[src/rtl/mesm6_defines.sv]
`default_nettype none
// +----------------------------------------------------------------------+
// | Package    : mesm6_defines                                           |
// | Purpose    : Shared widths, timeout limit and FSM state encoding for |
// |              the MESM6 core/memory bus arbiter.                      |
// | Contents   : C_ADDR_W, C_DATA_W, C_TIMEOUT_LIMIT, state_t            |
// | Revision   : 1.0  initial release                                    |
// +----------------------------------------------------------------------+
package mesm6_defines;

  localparam int C_ADDR_W = 15;
  localparam int C_DATA_W = 48;

  // Number of ACCESS cycles without mem_ack before the access is forced
  // to complete with a bus error.
  localparam logic [7:0] C_TIMEOUT_LIMIT = 8'd255;

  typedef enum logic [1:0] {
    ST_IDLE   = 2'd0,
    ST_ACCESS = 2'd1,
    ST_RESP   = 2'd2
  } state_t;

endpackage
`default_nettype wire

[src/rtl/mesm6_bus_arbiter.sv]
`default_nettype none
// +----------------------------------------------------------------------+
// | Module     : mesm6_bus_arbiter                                       |
// | Purpose    : Merges the core instruction port (ibus) and data port   |
// |              (dbus) onto one memory port, one transaction at a time, |
// |              with alternating priority and an access timeout.        |
// | Ports      : clk, reset (async, active low)                          |
// |              ibus_fetch/ibus_addr -> ibus_input/ibus_done            |
// |              dbus_read/dbus_write/dbus_addr/dbus_output              |
// |                -> dbus_input/dbus_done                               |
// |              mem_req/mem_we/mem_addr/mem_wdata <- mem_rdata/mem_ack  |
// |              bus_error (sticky timeout flag), err_clear              |
// | Revision   : 1.0  initial release                                    |
// +----------------------------------------------------------------------+
module mesm6_bus_arbiter
  import mesm6_defines::*;
(
  input  logic                clk,
  input  logic                reset,
  // instruction port
  input  logic                ibus_fetch,
  input  logic [C_ADDR_W-1:0] ibus_addr,
  output logic [C_DATA_W-1:0] ibus_input,
  output logic                ibus_done,
  // data port
  input  logic                dbus_read,
  input  logic                dbus_write,
  input  logic [C_ADDR_W-1:0] dbus_addr,
  input  logic [C_DATA_W-1:0] dbus_output,
  output logic [C_DATA_W-1:0] dbus_input,
  output logic                dbus_done,
  // memory port
  output logic                mem_req,
  output logic                mem_we,
  output logic [C_ADDR_W-1:0] mem_addr,
  output logic [C_DATA_W-1:0] mem_wdata,
  input  logic [C_DATA_W-1:0] mem_rdata,
  input  logic                mem_ack,
  // error status
  output logic                bus_error,
  input  logic                err_clear
);

  state_t       r_state;
  state_t       w_state_next;
  logic         r_armed;       // set one edge after reset release
  logic         r_grant_dbus;  // port owning the current transaction
  logic         r_last_dbus;   // previous grant went to dbus
  logic         r_rd;          // current transaction returns data
  logic [7:0]   r_timeout;

  logic         w_ibus_pend;
  logic         w_dbus_pend;
  logic         w_grant;
  logic         w_pick_dbus;
  logic         w_complete;
  logic         w_timeout_hit;

  assign w_ibus_pend = ibus_fetch;
  assign w_dbus_pend = dbus_read | dbus_write;

  always_ff @(posedge clk or negedge reset) begin
    if (!reset) begin
      r_state <= ST_IDLE;
    end else begin
      r_state <= w_state_next;
    end
  end

  always_comb begin
    w_state_next  = r_state;
    w_grant       = 1'b0;
    w_pick_dbus   = 1'b0;
    w_complete    = 1'b0;
    w_timeout_hit = 1'b0;
    case (r_state)
      ST_IDLE: begin
        // r_armed holds off the first grant to the second edge after reset.
        if (r_armed && (w_ibus_pend || w_dbus_pend)) begin
          w_grant      = 1'b1;
          // dbus normally wins a tie; ibus wins if dbus had the last grant.
          w_pick_dbus  = w_dbus_pend && !(w_ibus_pend && r_last_dbus);
          w_state_next = ST_ACCESS;
        end
      end
      ST_ACCESS: begin
        if (mem_ack) begin
          w_complete   = 1'b1;
          w_state_next = ST_RESP;
        end else if (r_timeout == (C_TIMEOUT_LIMIT - 8'd1)) begin
          // This cycle brings the counter to the limit: abandon the access.
          w_timeout_hit = 1'b1;
          w_state_next  = ST_RESP;
        end
      end
      ST_RESP: begin
        // Requests still high here are ignored; IDLE re-samples next cycle.
        w_state_next = ST_IDLE;
      end
      default: begin
        w_state_next = ST_IDLE;
      end
    endcase
  end

  always_ff @(posedge clk or negedge reset) begin
    if (!reset) begin
      r_armed      <= 1'b0;
      r_grant_dbus <= 1'b0;
      r_last_dbus  <= 1'b0;
      r_rd         <= 1'b0;
      r_timeout    <= 8'd0;
      mem_req      <= 1'b0;
      mem_we       <= 1'b0;
      mem_addr     <= '0;
      mem_wdata    <= '0;
      ibus_done    <= 1'b0;
      dbus_done    <= 1'b0;
      ibus_input   <= '0;
      dbus_input   <= '0;
      bus_error    <= 1'b0;
    end else begin
      r_armed   <= 1'b1;
      ibus_done <= 1'b0;
      dbus_done <= 1'b0;

      if (w_grant) begin
        mem_req      <= 1'b1;
        r_grant_dbus <= w_pick_dbus;
        r_last_dbus  <= w_pick_dbus;
        r_timeout    <= 8'd0;
        if (w_pick_dbus) begin
          mem_we    <= dbus_write;
          mem_addr  <= dbus_addr;
          mem_wdata <= dbus_output;
          r_rd      <= dbus_read;
        end else begin
          mem_we    <= 1'b0;
          mem_addr  <= ibus_addr;
          r_rd      <= 1'b1;
        end
      end

      if ((r_state == ST_ACCESS) && !mem_ack) begin
        r_timeout <= r_timeout + 8'd1;
      end

      if (w_complete || w_timeout_hit) begin
        mem_req <= 1'b0;
        mem_we  <= 1'b0;
        // A timed-out read returns zero; a write never touches dbus_input.
        if (r_grant_dbus) begin
          dbus_done <= 1'b1;
          if (r_rd) begin
            dbus_input <= w_complete ? mem_rdata : '0;
          end
        end else begin
          ibus_done  <= 1'b1;
          ibus_input <= w_complete ? mem_rdata : '0;
        end
      end

      // A timeout in the same cycle as err_clear keeps the flag set.
      if (w_timeout_hit) begin
        bus_error <= 1'b1;
      end else if (err_clear) begin
        bus_error <= 1'b0;
      end
    end
  end

endmodule
`default_nettype wire

[config.mk]
export PLATFORM = sky130hd
export DESIGN_NAME = mesm6_bus_arbiter
export DESIGN_NICKNAME = d
export VERILOG_FILES = /design/src/rtl/mesm6_defines.sv /design/src/rtl/mesm6_bus_arbiter.sv
export SDC_FILE = /design/constraint.sdc
export NUM_CORES = 1
export LEC_CHECK = 0
export BUFFER_PORTS_ARGS = -buffer_cell sky130_fd_sc_hd__buf_2
export CORE_ASPECT_RATIO = 1.75
export CORE_MARGIN = 3
export CORE_UTILIZATION = 45
export DETAILED_ROUTE_END_ITERATION = 7
export PLACE_DENSITY = 0.79
export SYNTH_ARGS = -nofsm -noshare
export SYNTH_HDL_FRONTEND = slang
export SYNTH_SLANG_ARGS = --single-unit
[constraint.sdc]
create_clock -name clk -period 1.8 [get_ports clk]
set_clock_uncertainty 0.15 [all_clocks]
set_input_delay 0.18 -clock clk [delete_from_list [all_inputs] [get_ports clk]]
set_output_delay 0.18 -clock clk [all_outputs]
set_load 0.02 [all_outputs]
== After elaboration in Yosys (flattened, before gate mapping) ==
Index checks and enable logic that the tools add are counted.

* Output and inout port bits: 164
* Logic and storage cells: 66
* Flip-flop bits (word level): 177

* Add/sub/neg operators: 1
* Mux-type cells: 29
* Bitwise logic cells: 2
* Reductions and logical operators: 16
* Equality and inequality tests: 4

{| class="wikitable"
|+ Operators by type and width
! cell !! count
|-
| 48-bit two-way mux || 1
|-
| 1-bit two-way mux || 21
|-
| 8-bit two-way mux || 2
|-
| 15-bit two-way mux || 1
|-
| 8-bit by 1-bit adder with 8-bit output (second input constant) || 1
|-
| 8-bit equality test (second input constant) || 1
|-
| 2-bit two-way mux || 3
|-
| 2-bit AND reduction || 3
|-
| 2-bit nonzero test || 3
|-
| 1-bit logical AND || 4
|-
| 2-bit one-hot mux with 2 select lines || 1
|-
| 3-bit inequality test (second input constant) || 1
|-
| 3-bit AND reduction || 1
|-
| 2-bit by 1-bit equality test with 1-bit output (second input constant) || 1
|-
| 1-bit zero test || 2
|-
| 2-bit zero test || 1
|-
| 1-bit logical OR || 2
|-
| 2-bit inequality test (second input constant) || 1
|-
| 1-bit inverter || 1
|-
| 1-bit bitwise OR || 1
|}

== Logic depth before layout (Yosys ltp) ==
Gate-level depths: netlist of the first run.

* Word-level depth: 8
* Mapped depth: 7
* Depth with buffers taken out: 5

== Least setup slack after synthesis of the first run ==
OpenSTA, ideal clock, no wires.

* Kind: register -> register
* Start: reg r_state[1]
* End: reg mem_wdata[38]
* Slack: -0.136 ns
* Data required time: 1.523 ns
* Library setup time: 0.127 ns
* Cell stages (with the launch flop): 6
* Data arrival time: 1.659 ns
* Path through: dfrtp_1 or3b_4 nor3_4 buf_6 buf_6 mux2_1

* Cells in the longest elaborated chain, start to end: 3
* Elaborated cells on any way between the ends: 4
* Classes of those cells: mux (2); reduce/logical (2)

{| class="wikitable"
|+ Ends and longest elaborated chain
! what !! line !! RTL
|-
| start, declared || mesm6_bus_arbiter.sv:44 || <nowiki>state_t r_state;</nowiki>
|-
| start signal, assigned || mesm6_bus_arbiter.sv:66 || <nowiki>r_state <= w_state_next;</nowiki>
|-
| 2-bit zero test (*) || mesm6_bus_arbiter.sv:76 || <nowiki>case (r_state)</nowiki>
|-
| 1-bit two-way mux || mesm6_bus_arbiter.sv:76 ||
|-
| 2-bit AND reduction (no line) (*) || n/a ||
|-
| end signal, assigned || mesm6_bus_arbiter.sv:135 || <nowiki>mem_wdata <= dbus_output;</nowiki>
|-
| end, declared || mesm6_bus_arbiter.sv:36 || <nowiki>output logic [C_DATA_W-1:0] mem_wdata,</nowiki>
|}

Mark *: on every way between the ends. The rest lies on a longest branch, timed or not.
A chain may end at the register's enable or synchronous reset.

== Final worst setup path of the first run ==
* Start: reg r_state[0]
* End: reg mem_wdata[32]

Same word-level chain as after synthesis.

==> reports/metrics.yaml, run 1 <==
sta:
  tightest_slew_ns: 0.517
  period_needed_ns: 1.97
  min_period_over_period_pct: 109
  finalSetupViolCount: 70
  maxSlewViolCount: 0
  setup_slack_ns: -0.167
  finalHoldViolations: 0
  slew_headroom_pct: 65.4
  fmax_mhz: 508
  rsz0062_at_grt: "yes"
  fin_worst_hold_slack_ns: 0.0128
worst_setup_path:
  path_class: "flop to flop"
  cp.buffers_inverters: 2
  r2r-start: "r_state[0]"
  worstSetupPathDepth: 5
  cpPeakStageDelay_ns: 0.42
  arrival_ns: 2.13
  worstPathRequired_ns: 1.96
  crit_start: "r_state[0]"
  cp_slowest_cell: "or3b_4"
  setup.worst_path.start_class: "flop"
  path_cells: "or3b_4 -> nor3_4 -> buf_6 -> buf_12 -> mux2_2"
  end_kind: "flop"
  reg2reg_depth: 5
  crit_family: "simple AND/OR/NAND/NOR gates"
  critPathMaxFanout: 12
route:
  drtIter0Drc: 374
  num_vias: 7245
  finalWirelength_mm: 27.3
  wl_per_cell_um: 19.2
  vias_per_cell: 5.08
  ant_nets: 0
  drt_pass1_iterations: 5
  drc: 0
clock_tree:
  cts_buffer_depth: 2
  cts_tree: "yes"
  htree_levels: 4
  cts_buffers: 17
  clock-root-buffer: "clkbuf_16"
  cts.sinks: 177
  clk-insertion-delay-late_ns: 0.43
  cts.reportedPaths.clkPinSlew_ns: 0.07
global_route:
  grt_pass1_vias: 7542
  use_met3_pct: 5.95
  grt_max_degree: 50
  use_met2_pct: 48.0
  grt_usage_pct: 25.8
  grt_pass1_wl_mm: 39.2
  grt_remaining_overflow: 0
  busiest_layer: "met2"
  grtUsageMet1_pct: 27.6
  antenna_found_initial: 1
synthesis:
  synth-edff-count: 0
  ys_ff_latch: 177
  yosysSeqAreaShare_pct: 55.2
  yosysUniqueCellTypes: 44
  synth_flop_cell: "dfrtp_1"
  synth_nets: 846
  synthArstFlopShare_pct: 100
  synthCells: 711
  syn-cell-area_um2: 8020
  syn_avg_cell_area_um2: 11.3
  yosysWarnings: 0
layout:
  nNetsFinal: 1315
  nFillCells: 1142
  syn_to_final_growth_pct: 55.8
  final_layout_size_suffix_gt1_share_pct: 38.3
floorplanning:
  die_h_um: 183
  row_count: 64
  start_util_pct: 45.9
  boundaryPins: 297
  die_w_um: 107
  die_area_um2: 19500
  design.core.area_um2: 17500
job:
  cap_violations: 0
pwr:
  seqPwrFrac_pct: 36.4
  total_power_mw: 17.1
  p_clk_share_pct: 20.8
  p_leak_nw: 6.12
  worst_ir_drop_vdd_mv: 1.01
  power_density_nw_per_um2: 1370
  netSwitchingPower_mw: 6.66
  switching_share_pct: 38.9
  cellInternalPower_mw: 10.5
  p_comb_share_pct: 42.9
placed_design:
  gp_congestion: 0.809
  numPortBuffers: 296
  pre_cts_ws_ns: -0.0981
  post-dp-hpwl_mm: 15.6
hold_path:
  min_path_cells: 4
  hold_start: "mem_rdata[15]"
  hp-class: "input pin to flop"
outcome:
  violations: "setup timing"
  outcome: "finished with violations"
-- area by class of cell --
type                       instances  area [um^2]  share of cell area (%)
antenna                            1         2.50                  0.0200
clock buffer                      22          484                    3.88
clock inverter                    10         78.8                   0.631
inverter                         103          387                    3.09
multi-input combinational        391         3130                    25.0
sequential                       177         4430                    35.4
tap                              231          289                    2.31
timing repair buffer             490         3700                    29.6
-- tightest hold or removal path, cell delays in order --
cell     delay [ns]
buf_2          0.07
and2_1         0.14
mux2i_1        0.08
o21ai_1        0.07
-- metal layers --
| metal | up-vias | routed length [um] | share of wire (%) |
|---|---|---|---|
| met5 | - | 0 | 0 |
| met4 | 0 | 1070 | 3.9 |
| met3 | 78 | 1660 | 6.1 |
| met2 | 331 | 15000 | 55 |
| met1 | 3520 | 9570 | 35 |
| li1 | 3316 | - | - |
-- path summary, 6_finish.rpt --
kind | end | slack (ns)
setup / recovery | mem_wdata[32] | -0.17
hold / removal | ibus_input[15] | 0.01
setup reg to reg | mem_wdata[32] | -0.17
hold reg to reg | mem_wdata[42] | 0.34
max in group asynchronous | ibus_input[1] | 0.87
min in group asynchronous | dbus_input[21] | 0.07
-- through the flow --
step	cells	setup TNS [ns]	util [%]	area (um^2)
floorplan	711	-0.838	-	8020
global placement	1234	-2.28	57.7	10100
detailed placement	1234	-4.48	57.7	10100
CTS	1396	-4.36	68.5	12000
global route	1425	-10.30	71.6	12500
finish	1425	-5.81	71.6	12500
-- cells in the mapped netlist (2+ instances only) --
cell / n / area (um^2)
dfrtp_1: 177 / 4430
o21ai_0: 134 / 671
mux2i_1: 113 / 1130
inv_1: 103 / 387
and2_1: 50 / 313
mux2_2: 39 / 439
clkbuf_1: 22 / 82.6
buf_2: 11 / 55.1
mux2_1: 9 / 101
buf_4: 5 / 37.5
nand2_1: 5 / 18.8
nand3_1: 4 / 20.0
o211ai_1: 4 / 30.0
nor2_1: 3 / 11.3
buf_6: 2 / 22.5
ha_1: 2 / 25.0
-- cell families after synthesis --
kind of cell	count (synthesis)	synth area share, %
muxes	161	20.8
DFF	177	55.2
xor gates and xnor gates	1	0.109
and+or+nand+nor	78	6.24
adders and majority gates	2	0.312
other	1	0.0468
buffers and inverters	143	7.29
AOI/OAI and AO/OA	148	9.94
-- repair_timing --
| action | CTS | global route |
|---|---|---|
| gates cloned | 1 | 9 |
| setup buffers | 2 | 21 |
| endpoints found under the setup margin | 66 | 165 |
| gates resized for setup | 10 | 103 |
| pin swaps | 0 | 2 |
| hold buffers | 127 | 0 |
| hold endpoints to repair | 329 | 0 |
-- state kept, by name, summed over array words and instances (netlist names) --
name         flops
r_armed          1
dbus_done        1
r_timeout        8
bus_error        1
ibus_done        1
mem_wdata       48
mem_req          1
mem_addr        15
r_rd             1
r_last_dbus      1
dbus_input      48
r_state          2
ibus_input      48
mem_we           1
-- power groups by stage --
stage                     Sequential [mW]  Combinational (mW)  Clock [mW]
after floorplan                      7.69                2.22           0
after global placement               6.13                6.10           0
after detailed placement             6.20                6.25           0
after CTS                            6.15                6.54        3.62
after global routing                 6.38                7.80        3.81
final                                6.23                7.34        3.56
-- cells in the final DEF (no fill, tap or decap), drive strengths merged, types with 2 or more instances in the layout --
master         n
dlygate4sd3  127
o21ai        134
nand3          4
mux2          48
and2          50
clkbuf        29
nor3b          2
o211ai         4
mux2i        113
nand2          5
dfrtp        177
nor2           3
or3b           2
ha             2
buf          356
clkinv         8
inv          104
nor3           3
Note: power is estimated with default switching activity, not from simulation.
==> run 2, diff against run 1 <==
--- a/config.mk
+++ b/config.mk
@@ -8,9 +8,9 @@
 export BUFFER_PORTS_ARGS = -buffer_cell sky130_fd_sc_hd__buf_2
 export CORE_ASPECT_RATIO = 1.75
 export CORE_MARGIN = 3
-export CORE_UTILIZATION = 45
+export CORE_UTILIZATION = 40
 export DETAILED_ROUTE_END_ITERATION = 7
-export PLACE_DENSITY = 0.79
+export PLACE_DENSITY = 0.72
 export SYNTH_ARGS = -nofsm -noshare
 export SYNTH_HDL_FRONTEND = slang
 export SYNTH_SLANG_ARGS = --single-unit
==> reports/metrics.yaml, run 2 (synthesized netlist as in run 1, its figures left out) <==
global_route:
  antenna_found_initial: 0  # -1
  grt_pass1_wl_mm: 38.4  # -2.2%
  grt_pass1_vias: 7452  # -1.2%
  grt_max_degree: 50  # unchanged
  grt_remaining_overflow: 0  # unchanged
  grt_usage_pct: 22.1  # -3.6 points
hold_path:
  hp-class: "input pin to flop"
  min_path_cells: 4  # unchanged
  hold_start: "mem_rdata[8]"
clock_tree:
  clk-insertion-delay-late_ns: 0.43  # about the same
  cts.reportedPaths.clkPinSlew_ns: 0.07  # about the same
  cts.sinks: 177  # unchanged
  htree_levels: 4  # unchanged
  cts_buffer_depth: 2  # unchanged
  cts_tree: "yes"
  cts_buffers: 17  # unchanged
  clock-root-buffer: "clkbuf_16"
worst_setup_path:
  worstPathRequired_ns: 1.96  # about the same
  arrival_ns: 2.07  # -0.06 ns
  setup.worst_path.start_class: "flop"
  path_class: "flop to flop"
  crit_start: "r_state[0]"
  reg2reg_depth: 4  # -1
  end_kind: "flop"
  r2r-start: "r_state[0]"
  critPathMaxFanout: 49  # +37
pwr:
  worst_ir_drop_vdd_mv: 1.10  # +8.6%
  power_density_nw_per_um2: 1360  # -1.0%
  switching_share_pct: 37.7  # -1.1 points
  p_comb_share_pct: 41.0  # -1.9 points
  p_clk_share_pct: 21.7  # +0.9 points
  p_leak_nw: 5.96  # -2.6%
  netSwitchingPower_mw: 6.25  # -6.2%
  cellInternalPower_mw: 10.3  # -1.5%
  seqPwrFrac_pct: 37.3  # +0.9 points
layout:
  antenna_cells: 0  # -1
  layout_commonest_cell: "buf_2"
  syn_to_final_growth_pct: 52.2
  final_cell_mix: "295 x buf_2, 177 x dfrtp_1, 129 x dlygate4sd3_1"
  nNetsFinal: 1303  # -0.91%
  top_regs: "dbus_input: 48 flops, ibus_input: 48 flops, mem_wdata: 48 flops"
  multiInputGateArea_um2: 3050  # -2.4%
  nFillCells: 1545  # +35%
  seqCellArea_um2: 4430  # unchanged
  final_layout_size_suffix_gt1_share_pct: 36.4  # -1.9 points
  design_area_um2: 12200  # -2.3%
  fin_util_pct: 62.8  # -8.8 points
sta:
  fmax_mhz: 524  # +3.1%
  finalSetupViolCount: 66  # -5.7%
  min_period_over_period_pct: 106  # -3.3 points
  fin_worst_hold_slack_ns: 0.00303  # -0.00973 ns
  rsz0062_at_grt: "yes"
  maxSlewViolCount: 0  # unchanged
  setup_slack_ns: -0.108  # +0.0591 ns
  period_needed_ns: 1.91  # -0.0591 ns
  finalHoldViolations: 0  # unchanged
route:
  drt-met1-wl_mm: 9.23  # -3.5%
  drc: 0  # unchanged
  ant_nets: 0  # unchanged
  route.met3.wl_mm: 1.47  # -11%
  finalWirelength_mm: 25.3  # -7.6%
  drt_pass1_iterations: 4  # -1
  vias_per_cell: 4.88  # -4.0%
  num_vias: 6923  # -4.4%
  drtIter0Drc: 245  # -34%
  top_layer_used: "met4"
  wl_per_cell_um: 17.8  # -7.2%
  route.met2.wl_mm: 13.3  # -11%
outcome:
  outcome: "finished with violations"
  violations: "setup timing"
floorplanning:
  die_w_um: 113  # +5.7%
  die_area_um2: 21900  # +12%
  row_count: 67  # +4.7%
  start_util_pct: 41.2  # -4.7 points
  design.core.area_um2: 19400  # +11%
  boundaryPins: 297  # unchanged
  die_h_um: 193  # +5.9%
job:
  cap_violations: 0  # unchanged
placed_design:
  placed_area_um2: 10000  # -0.65%
  post-dp-hpwl_mm: 15.9  # +2.0%
  numPortBuffers: 296  # unchanged
  gp_congestion: 0.772  # -4.5%
-- run 2: changes by cell type in the layout (fill, tap and decap cells not counted), sizes merged --
cell | previous run | this run
buf | 356 | 342
bufinv | 0 | 1
clkbuf | 29 | 32
clkinv | 8 | 1
clkinvlp | 1 | 2
diode | 1 | 0
dlygate4sd3 | 127 | 129
inv | 104 | 103
-- run 2: final cells by class --
class / instances / share of cell area (%)
well taps: 241 / 2.47
clock buffers: 25 / 4.22
clock inverters: 4 / 0.410
flip-flops and latches: 177 / 36.3
multi-input cells: 391 / 25.0
repair buffers: 478 / 28.4
inverters: 103 / 3.17
-- run 2: repair_timing --
item,CTS,global route
pin swaps,0,2
endpoints found under the hold margin,336,0
gates cloned,0,8
gates resized for setup,3,64
setup buffers,0,11
hold buffers,129,0
endpoints found under the setup margin,64,125
-- run 2: critical path, stage by stage, from the launching register on --
cell and delay, ns:
dfrtp_1 0.38, or3b_4 0.41, nor3_4 0.15, buf_12 0.29, mux2_2 0.38
-- run 2: routing by layer --
layer / vias up / GRT usage, %
li1: 3290 / -
met1: 3278 / 23.4
met2: 276 / 39.4
met3: 79 / 5.47
met4: 0 / 12.4
met5: - / 0
-- run 2: power groups by stage --
stage	clock, mW	sequential, mW	combinational [mW]
after floorplan	0	7.69	2.22
after CTS	3.70	6.14	6.42
after global routing	3.87	6.35	7.30
after detailed placement	0	6.19	6.19
after global placement	0	6.13	6.07
final	3.59	6.18	6.79
-- run 2: final timing paths --
check                                       to  slack [ns]
worst min-delay path             ibus_input[8]       0.003
min in group asynchronous       ibus_input[16]        0.09
max in group asynchronous          mem_addr[3]        0.76
worst max register to register   mem_wdata[32]       -0.11
worst max-delay path             mem_wdata[32]       -0.11
worst min register to register   mem_wdata[39]        0.34
-- run 2: through the flow --
step                TNS, ns  setup slack [ns]  power, mW  std cells
finish                -4.67            -0.108       16.6       1419
global route          -9.98            -0.149       17.5       1419
detailed placement    -5.02            -0.123       12.4       1242
global placement      -2.80           -0.0586       12.2       1242
CTS                   -4.87            -0.107       16.3       1400
floorplan            -0.838           -0.0867       9.91        711
